## config.mk

```make
export PLATFORM = sky130hd
export DESIGN_NAME = timer_rc
export DESIGN_NICKNAME = d
export VERILOG_FILES = /design/src/rtl/timer_rc.sv
export SDC_FILE = /design/constraint.sdc
export NUM_CORES = 1
export LEC_CHECK = 0
export BUFFER_PORTS_ARGS = -buffer_cell sky130_fd_sc_hd__buf_2
export CORE_MARGIN = 5
export CORE_UTILIZATION = 54
export DETAILED_ROUTE_END_ITERATION = 12
export PLACE_DENSITY = 0.81
export SLEW_MARGIN = 0
export SYNTH_ARGS = -nofsm -noshare
export SYNTH_HDL_FRONTEND = slang
export SYNTH_SLANG_ARGS = --single-unit
export TNS_END_PERCENT = 20
```

## constraint.sdc

```tcl
create_clock -name Clk -period 2.1 [get_ports Clk]
set_clock_uncertainty 0.2 [all_clocks]
set_input_delay 0.42 -clock Clk [delete_from_list [all_inputs] [get_ports Clk]]
set_output_delay 0.42 -clock Clk [all_outputs]
set_load 0.01 [all_outputs]
```

## src/rtl/timer_rc.sv

```systemverilog
// Reconfigurable periodic tick generator: emits a one-cycle Tick every
// (CfgValue+1) enabled cycles, with synchronous Clear and live CfgValue.
module timer_rc #(
    parameter int WIDTH = 10
) (
    input  logic             Clk,
    input  logic             Rst,
    input  logic             Enable,
    input  logic             Clear,
    input  logic [WIDTH-1:0] CfgValue,
    output logic             Tick
);

    logic [WIDTH-1:0] cnt;
    logic [WIDTH-1:0] cnt_next;
    logic             tick_q;
    logic             tick_next;

    // NOTE: every always_comb output gets a default first so no path leaves it unassigned (no latch).
    always_comb begin
        cnt_next  = cnt;
        tick_next = 1'b0;
        if (Clear) begin
            cnt_next = '0;
        end else if (Enable) begin
            // >= rather than == so a CfgValue lowered below cnt wraps on the next enabled edge
            if (cnt >= CfgValue) begin
                cnt_next  = '0;
                tick_next = 1'b1;
            end else begin
                cnt_next = cnt + WIDTH'(1);
            end
        end
    end

    // NOTE: sequential state uses non-blocking assignments so all flops update together.
    always_ff @(posedge Clk or negedge Rst) begin
        if (!Rst) begin
            cnt    <= '0;
            tick_q <= 1'b0;
        end else begin
            cnt    <= cnt_next;
            tick_q <= tick_next;
        end
    end

    assign Tick = tick_q;

endmodule

```

==> results.json <==
{
  "finalCritPeriodShare": 0.913,
  "swShare": 0.248,
  "drv_slew": 0,
  "synth_compound_area_frac": 0.172,
  "max_freq_ghz": 0.522,
  "wire_per_inst_um": 13.3,
  "tritoncts": "built",
  "ant_nets": 0,
  "leakage_uw": 0.000519,
  "grt_pass1_vias": 785,
  "hpwl_um": 1430,
  "whs_ps": 262,
  "start_kind": "register",
  "postCtsSetupBuffers": 0,
  "max_slew_margin": 0.763,
  "finalSetupTns_ps": 0,
  "yosysTopAreaCell": "dfrtp_1",
  "p_per_area_mw_per_mm2": 414,
  "cts_num_sinks": 11,
  "synth_top_area_frac": 0.310,
  "vias": 821,
  "rows": 14,
  "synth_area_per_cell_um2": 8.80,
  "io_pins": 15,
  "syn_inst": 101,
  "synth_ff_type": "dfrtp_1",
  "cts_root_buf": "clkbuf_4",
  "synthXorXnorAreaFrac": 0.0197,
  "required_ps": 2060,
  "ctsResizeCount": 0,
  "clk_pin_slew_ps": 60,
  "numCtsBuffers": 3,
  "drt_iter0_drc": 22,
  "critPathLaunch": "cnt[4]",
  "p_switching_uw": 105,
  "syn2layout_area_growth_pct": 14.6,
  "cell_internal_pwr_uw": 317,
  "fp.coreArea_mm2": 0.00154,
  "r2r-start": "cnt[4]",
  "synthAdderAreaFrac": 0.155,
  "ys_warn_count": 0,
  "grt_use_total": 0.147,
  "ff2ff_setup_slack_ps": 180,
  "worstHoldPathType": "primary input to register",
  "worstHoldStart": "Clear",
  "whs_endpoint": "cnt[9]",
  "grt_overflow": 0,
  "ys_types": 34,
  "finalPower_uw": 422,
  "drt_wl_total_um": 1820,
  "muxShareOfSynthArea": 0.0113,
  "die_area_mm2": 0.00256,
  "reg2reg_depth": 6,
  "grt_pass1_wl_um": 2990,
  "syn_area_um2": 888,
  "nNetsFinal": 146,
  "synth_top_family_by_area": "simple AND/OR/NAND/NOR gates",
  "clock_path_buffers": 2,
  "seq_area_frac_synth": 0.310,
  "netlist_top_cells_count": "dfrtp_1, ha_1, inv_1",
  "fin_crit_ps": 1920,
  "gp_congestion": 0.848,
  "antennaDiodeCount": 0,
  "antenna_found_initial": 0,
  "critical_path.endpoint_type": "register",
  "path_class": "register to register",
  "holdPathStages": 2,
  "path_max_fanout": 10,
  "irDropWorstVdd_v": 0.000362,
  "drive_gt1_frac": 0.233,
  "synth_edf_count": 0,
  "drc": 0,
  "rsz0062_at_grt": "false",
  "p_clk_frac": 0.325,
  "firstDrtPassIters": 4,
  "tightest_slew_ps": 355,
  "pwr-share-comb": 0.155,
  "cap_violations": 0,
  "htree_num_levels": 1,
  "port_buffers": 14,
  "setup_viol": 0,
  "r2r_end": "Tick",
  "die_y_um": 50.6,
  "pwr-share-seq": 0.520,
  "status": "finished, final reports clean",
  "cts_hold_buf": 1,
  "final_core_util": 0.661,
  "die_w_um": 50.6,
  "synth-seq-cells": 11,
  "clkLatencyLatePin_ps": 260,
  "hold_violations": 0,
  "cp.arrival_ps": 1870,
  "synth_nets": 126,
  "grt_max_degree": 12,
  "yosys.area_share.simple": 0.269,
  "initial_core_util": 0.576,
  "vias_per_cell": 6.04,
  "ys_top_cells_by_area": "dfrtp_1, ha_1, inv_1",
  "async_flop_share": 1.00
}
==> metrics by stage <==
step	setup slack, ps	area [um^2]	instances
final	183	1020	136
after global routing	70.8	1020	136
after CTS	205	1020	136
after detailed placement	66.5	982	131
after global placement	107	982	131
after floorplan	270	888	101
==> metal layers <==
metal | share of wire | up-vias | GRT usage
met2 | 0.49 | 27 | 0.248
met5 | 0 | - | 0
met4 | 0.021 | 0 | 0.0638
met3 | 0.063 | 6 | 0.0562
li1 | - | 410 | -
met1 | 0.42 | 378 | 0.162
==> power by group through the flow <==
| stage | Sequential [uW] | Clock (uW) | Combinational [uW] |
|---|---|---|---|
| 3_3_place_gp | 223 | 0 | 61.5 |
| 2_1_floorplan | 222 | 0 | 42.4 |
| 4_1_cts | 219 | 142 | 66.2 |
| 3_5_place_dp | 223 | 0 | 64.5 |
| 6_report | 219 | 137 | 65.5 |
| 5_1_grt | 220 | 158 | 74.1 |
==> layout make-up <==
class | count | area (um^2)
fillers | 137 | 523
multi-input cells | 76 | 557
repair buffers | 17 | 95.1
clock buffers | 4 | 26.3
well taps | 16 | 20.0
inverters | 12 | 45.0
flip-flops and latches | 11 | 275
==> state kept, by name, summed over array words and instances (netlist names) <==
name	flops
cnt	10
Tick	1
==> worst max-delay path, stage by stage (launching register included) <==
cell and delay (ps):
dfrtp_1 400, ha_1 330, a21oi_2 170, nand2_2 80
a31oi_4 350, a21oi_2 120, and2_1 160
==> cells by family after synthesis <==
family          count (synthesis)
compound gates                 21
fa+ha+maj                      11
simple gates                   41
xor+xnor                        2
buf+inv                        14
mux                             1
flops                          11
==> placed cells by master, fill, tap and decap left out, types with 2 or more instances in the layout <==
| cell type | count |
|---|---|
| a21oi_1 | 5 |
| a21oi_2 | 2 |
| buf_2 | 14 |
| buf_4 | 2 |
| clkbuf_4 | 3 |
| dfrtp_1 | 11 |
| ha_1 | 11 |
| inv_1 | 11 |
| nand2_1 | 10 |
| nand3_1 | 6 |
| nand4_1 | 6 |
| nor2_1 | 3 |
| nor2b_1 | 2 |
| nor3_1 | 2 |
| nor4_1 | 3 |
| o211ai_1 | 4 |
| o21ai_0 | 2 |
| o21ai_1 | 3 |
| xor2_1 | 2 |
==> how the worst max path moves through the flow <==
stage | slack (ps) | cells past startpoint | endpoint
finish | 180 | 6 | Tick
global route | 70 | 6 | cnt[6]
CTS | 200 | 6 | cnt[0]
detailed placement | 70 | 8 | Tick
global placement | 110 | 8 | Tick
floorplan | 270 | 7 | Tick
No activity file was read; power rests on OpenSTA's default activity.
